### src/rtl/gcd_ctrl_fsm.sv
// Control sequencer for the 8-bit GCD datapath: repeated-subtraction loop with a
// start/done host handshake and an error abort on zero operands or iteration overrun.
module gcd_ctrl_fsm #(
    parameter int ITER_W   = 8,
    parameter int MAX_ITER = 255
) (
    input  logic clk,
    input  logic rst_n,
    input  logic start,
    input  logic x_eq_y,
    input  logic x_gt_y,
    input  logic x_zero,
    input  logic y_zero,
    output logic x_sel,
    output logic y_sel,
    output logic x_ld,
    output logic y_ld,
    output logic out_ld,
    output logic busy,
    output logic done,
    output logic err
);

    typedef enum logic [2:0] {
        S_IDLE  = 3'd0,
        S_LOAD  = 3'd1,
        S_CHECK = 3'd2,
        S_SUBX  = 3'd3,
        S_SUBY  = 3'd4,
        S_DONE  = 3'd5
    } state_e;

    localparam logic [ITER_W-1:0] MAX_CNT = ITER_W'(MAX_ITER);

    state_e            state_q, state_d;
    logic [ITER_W-1:0] cnt_q, cnt_d, cnt_inc;
    logic              err_q, err_d;
    logic              x_sel_q, x_sel_d;
    logic              y_sel_q, y_sel_d;
    logic              x_ld_q, x_ld_d;
    logic              y_ld_q, y_ld_d;
    logic              out_ld_q, out_ld_d;
    logic              busy_q, busy_d;
    logic              done_q, done_d;

    // Saturating increment so an overrun can never wrap back below MAX_ITER.
    assign cnt_inc = (cnt_q == MAX_CNT) ? cnt_q : cnt_q + ITER_W'(1);

    always_comb begin
        state_d = state_q;
        cnt_d   = cnt_q;
        err_d   = err_q;

        case (state_q)
            S_IDLE: begin
                if (start) state_d = S_LOAD;
            end
            S_LOAD: begin
                cnt_d   = '0;
                err_d   = 1'b0;
                state_d = S_CHECK;
            end
            S_CHECK: begin
                if (x_zero || y_zero) begin
                    err_d   = 1'b1;
                    state_d = S_DONE;
                end else if (x_eq_y) begin
                    err_d   = 1'b0;
                    state_d = S_DONE;
                end else if (cnt_q == MAX_CNT) begin
                    err_d   = 1'b1;
                    state_d = S_DONE;
                end else if (x_gt_y) begin
                    state_d = S_SUBX;
                end else begin
                    state_d = S_SUBY;
                end
            end
            S_SUBX: begin
                cnt_d   = cnt_inc;
                state_d = S_CHECK;
            end
            S_SUBY: begin
                cnt_d   = cnt_inc;
                state_d = S_CHECK;
            end
            S_DONE: begin
                state_d = S_IDLE;
            end
            default: begin
                state_d = S_IDLE;
            end
        endcase

        // Outputs are decoded from the next state so they register alongside it.
        x_sel_d  = (state_d == S_LOAD);
        y_sel_d  = (state_d == S_LOAD);
        x_ld_d   = (state_d == S_LOAD) || (state_d == S_SUBX);
        y_ld_d   = (state_d == S_LOAD) || (state_d == S_SUBY);
        out_ld_d = (state_d == S_DONE);
        done_d   = (state_d == S_DONE);
        busy_d   = (state_d != S_IDLE);
    end

    always_ff @(posedge clk or negedge rst_n) begin
        if (!rst_n) begin
            state_q  <= S_IDLE;
            cnt_q    <= '0;
            err_q    <= 1'b0;
            x_sel_q  <= 1'b0;
            y_sel_q  <= 1'b0;
            x_ld_q   <= 1'b0;
            y_ld_q   <= 1'b0;
            out_ld_q <= 1'b0;
            busy_q   <= 1'b0;
            done_q   <= 1'b0;
        end else begin
            state_q  <= state_d;
            cnt_q    <= cnt_d;
            err_q    <= err_d;
            x_sel_q  <= x_sel_d;
            y_sel_q  <= y_sel_d;
            x_ld_q   <= x_ld_d;
            y_ld_q   <= y_ld_d;
            out_ld_q <= out_ld_d;
            busy_q   <= busy_d;
            done_q   <= done_d;
        end
    end

    assign x_sel  = x_sel_q;
    assign y_sel  = y_sel_q;
    assign x_ld   = x_ld_q;
    assign y_ld   = y_ld_q;
    assign out_ld = out_ld_q;
    assign busy   = busy_q;
    assign done   = done_q;
    assign err    = err_q;

endmodule

### config.mk
export PLATFORM = sky130hd
export DESIGN_NAME = gcd_ctrl_fsm
export DESIGN_NICKNAME = d
export VERILOG_FILES = /design/src/rtl/gcd_ctrl_fsm.sv
export SDC_FILE = /design/constraint.sdc
export NUM_CORES = 1
export LEC_CHECK = 0
export CAP_MARGIN = 5
export CORE_ASPECT_RATIO = 1.1
export CORE_MARGIN = 2
export CORE_UTILIZATION = 50
export DETAILED_ROUTE_END_ITERATION = 6
export GPL_ROUTABILITY_DRIVEN = 0
export HOLD_SLACK_MARGIN = 0.06
export PLACE_DENSITY = 0.82
export SLEW_MARGIN = 10
export SYNTH_ARGS = -nofsm -noshare
export SYNTH_HDL_FRONTEND = slang
export SYNTH_SLANG_ARGS = --single-unit
### constraint.sdc
create_clock -name clk -period 2.5 [get_ports clk]
set_input_delay 0.625 -clock clk [delete_from_list [all_inputs] [get_ports clk]]
set_output_delay 0.625 -clock clk [all_outputs]
set_load 0.02 [all_outputs]
# Word level (Yosys, flattened, before mapping)
# Cells that the tools add are included.
# totals
out_inout_bits	8
wordCells	43
inputBits	7
regBits	17
# classes
eq_ne	11
n_mux	12
addsub	1
n_reduce_logical	11
# ops
cell	count
case mux 8 bit (2 select lines)	1
two-way mux 3 bit	5
equality test 3 x 2 -> 1 bit (second input constant)	3
equality test 3 bit (second input constant)	3
case mux 3 bit (3 select lines)	1
adder 8 x 1 -> 8 bit (second input constant)	1
equality test 8 bit (second input constant)	1
two-way mux 8 bit	1
equality test 3 x 1 -> 1 bit (second input constant)	2
!= test 4 bit (second input constant)	1
AND reduction 2 bit	2
nonzero test 2 bit	2
logical NOT 3 bit	1
logical OR 1 bit	3
two-way mux 1 bit	3
nonzero test 3 bit	1
OR reduction 3 bit	1
!= test 2 bit (second input constant)	1
case mux 1 bit (2 select lines)	1
OR reduction 2 bit	1

# Logic depth before layout (Yosys ltp)
# depth
depth_word	7
mapped_depth	6

# Worst setup path before layout
# OpenSTA, ideal clock, no wires.
# synth_timing
path_type	reg2reg
from	reg cnt_q[0]
to	reg cnt_q[5]
arrival_ns	1.408
path_stages_with_launch	7
required_time_ns	2.421
setup_slack_ns	1.013
n_path_buf	1
path_cell_list	dfrtp_1 ha_1 buf_2 nand3_1 o22ai_2 nor3_1 mux2i_1
# synth_between
elab_chain_len	3
word_cells_on_any_way	6
cone_classes	add/sub: 1; eq/ne: 2; mux: 2; reduce/logical: 1
# synth_rtl
element	line	text
start, declared	36	logic [ITER_W-1:0] cnt_q, cnt_d, cnt_inc;
start signal, assigned	119	cnt_q <= cnt_d;
adder 8 x 1 -> 8 bit or equality test 8 bit (tied branches)	47	assign cnt_inc = (cnt_q == MAX_CNT) ? cnt_q : cnt_q + ITER_W'(1);
two-way mux 8 bit or != test 2 bit (tied branches)	--	
case mux 8 bit (2 select lines) or AND reduction 2 bit (tied branches)	--	
# Parallel ways exist; a longest one is shown, timed or not. The select of a mux whose other input is x is not followed.
# A chain may end at the register's enable or synchronous reset.

# Final worst setup path
# layout_timing
from	reg err_q, in the netlist err
to	out err
# layout_lines
element	line	text
start, declared	37	logic err_q, err_d;
start signal, assigned	120	err_q <= err_d;
end, declared	21	output logic err
# No word-level cell between the ends.

==> summary.txt <==
Outcome
  • Status: complete, no violations

Drt
  • Top Layer Used: met4
  • Drt initial violations: 15
  • Met2 WL: 937 microns
  • Met3 WL: 60 microns
  • Routed vias/inst: 6.26
  • Detailed-route via count: 776
  • DR pass1 iterations: 4
  • Routed Antenna Nets: 0
  • DRC viols: 0
  • Detailed Route WL: 1820 microns
  • Wire per inst: 14.7 microns
  • M1 WL: 807 microns

Finish
  • Final nets: 115
  • Area grow syn2layout: 14.4%
  • # diodes: 0
  • Most common library cell in the layout ignoring fill and taps: dfrtp_1
  • FILL cells: 143
  • Final Core Density: 0.608
  • Multi-input logic area: 472 sq um
  • Most frequent cells in the layout: dfrtp_1 (17), clkdlybuf4s50_1 (14), nand3_1 (8)
  • Layout cell share with drive strength beyond 1: 0.0943
  • Sequential Area: 425 sq um

Setup path
  • Crit. path cell count: 1
  • Worst r2r path cells: 5
  • Crit path kind: flop to output port
  • Buffer and inverter count on the worst path: 1
  • Crit path capture type: output port
  • Crit Path Max Fanout: 2
  • R2R Setup Slk: 0.76 ns
  • CP delay by family, top: buffers and inverters
  • Reg2reg end: cnt_q[7]
  • Crit-path cells: clkdlybuf4s50_1
  • CP max-delay cell: clkdlybuf4s50_1
  • Critical path startpoint: err
  • CP peak stage delay: 0.62 ns
  • Worst setup path end: err
  • CP required: 1.88 ns
  • Reg2reg start: cnt_q[0]
  • WP data arrival: 1.27 ns
  • Worst setup SP type: flop

Clock tree
  • Sink Count: 17
  • Clk slew on worst S/H paths: 0.10 ns
  • H-tree depth: 1
  • Total CTS buffers: 3
  • Post-CTS Setup Bufs: 0
  • CTS tree: done
  • Post-CTS Resized: 0
  • CTS Root Cell: clkbuf_4
  • Clock buffer depth: 2
  • Hold buffer count at cts: 0
  • Clk_lat worst skew: 0.28 ns

Synthesis
  • Sequential share of the synthesized area: 0.444
  • Post-synth cell types: 33
  • Cells after Synth: 96
  • Mapped Nets: 104
  • Mean Syn Cell Area: 9.97 sq um
  • Synth warn: 0
  • Netlist Area Pre-Place: 957 sq um
  • Yosys reg bits: 17

Floorplan
  • IO Count: 15
  • Die width: 45.7 microns
  • Die area: 2280 sq um
  • CORE AREA: 1800 sq um
  • Row cnt: 16
  • Die Ht: 49.9 microns
  • Starting Density: 0.531

STA
  • Final hold viol count: 0
  • Slew @ Worst Pin: 0.744 ns
  • Slew HR: 0.503
  • Clk_skew: 0.00534 ns
  • Setup Viol. Count Final: 0
  • Slew Viols, Final: 0
  • Setup WS post-layout: 0.608 ns
  • F_max: 529 MHz
  • Min Tclk post-route: 1.89 ns
  • Tcrit/Tclk final: 0.757
  • RSZ-0062 raised after global routing: false
  • Setup tns final: 0 ns

Run
  • Max-cap violations: 0

GRT
  • Largest net degree at the start of global routing: 18
  • First-pass GRT wire length: 3040 microns
  • Vias in the first global route: 695
  • Initial antenna violation count: 0
  • Congestion Overflow GR: 0
  • GRT Total Usage: 0.178

Placement
  • Dpl ws: 0.460 ns
  • Detailed placement HPWL: 1390 microns
  • # port buffers: 14

Power
  • PD cells: 982 nW/um^2
  • VDD IR-drop max: 0.000630 V
  • Leakage power: 0.458 nW

Hold path
  • Hold Crit Class: flop to flop
## flip-flops by register name, summed over array words and instances, names as in the netlist
signal / flops
busy: 1
cnt_q: 8
done: 1
err: 1
state_q: 3
x_ld: 1
y_ld: 1
y_sel: 1
## cell usage after synthesis, drive strengths merged
library cell / count / area share
a41oi: 1 / 0.017
o31ai: 5 / 0.039
a21o: 1 / 0.0078
buf: 7 / 0.050
nand4: 2 / 0.029
a41o: 1 / 0.010
dfrtp: 17 / 0.44
o22ai: 1 / 0.013
ha: 1 / 0.013
a21oi: 3 / 0.016
nor2b: 2 / 0.013
a211oi: 2 / 0.016
a31oi: 2 / 0.013
nand2: 7 / 0.027
nor3b: 1 / 0.020
mux2i: 3 / 0.031
and3b: 1 / 0.0092
inv: 2 / 0.0078
a22oi: 1 / 0.0078
nor4b: 1 / 0.0092
o21ai: 7 / 0.037
clkbuf: 1 / 0.0052
o211ai: 2 / 0.016
a311oi: 1 / 0.0092
a221oi: 1 / 0.016
and4: 1 / 0.0092
nor2: 6 / 0.024
nand2b: 2 / 0.013
nor3: 6 / 0.037
nand3: 8 / 0.042
## worst min-delay path by stage
stage,to,cells after the start,from
2_1_floorplan,busy,0,rst_n
3_3_place_gp,cnt_q[5],1,cnt_q[5]
3_5_place_dp,cnt_q[5],1,cnt_q[5]
4_1_cts,cnt_q[5],1,cnt_q[5]
5_1_grt,cnt_q[5],1,cnt_q[5]
6_report,cnt_q[5],1,cnt_q[5]
## logic make-up after synthesis
logic type / after synthesis / share of synthesized area
buffers and inverters: 10 / 0.0627
flip-flops: 17 / 0.444
AND/OR/NAND/NOR: 37 / 0.231
AO/OA/AOI/OAI: 28 / 0.217
adder cells (fa/ha/maj): 1 / 0.0131
multiplexers: 3 / 0.0314
## area by class of cell
| type | instances | share of cell area |
|---|---|---|
| Tap cell | 18 | 0.0206 |
| Timing Repair Buffer | 14 | 0.128 |
| Sequential cell | 17 | 0.389 |
| Clock buffer | 3 | 0.0206 |
| Multi-Input combinational cell | 69 | 0.431 |
| Inverter | 2 | 0.00686 |
| Clock inverter | 1 | 0.00457 |
## power by group
| part | internal [mW] | switching, mW | total (mW) |
|---|---|---|---|
| clock network | 0.0593 | 0.0851 | 0.144 |
| logic | 0.214 | 0.274 | 0.488 |
| registers | 0.351 | 0.0914 | 0.443 |
## routing by layer
metal | GRT usage | vias to the layer above
met2 | 0.291 | 19
li1 | - | 383
met3 | 0.0366 | 2
met4 | 0.0381 | 0
met5 | 0 | -
met1 | 0.240 | 372
## per-stage QoR
step / cells / area [sq um] / hold slack, ns / power [mW]
2_1_floorplan: 96 / 957 / 0.329 / 0.791
3_3_place_gp: 120 / 1070 / 0.494 / 0.920
3_5_place_dp: 120 / 1070 / 0.499 / 0.937
4_1_cts: 124 / 1090 / 0.517 / 1.08
5_1_grt: 124 / 1090 / 0.552 / 1.15
6_report: 124 / 1090 / 0.517 / 1.07
(Power assumes the default switching activity.)
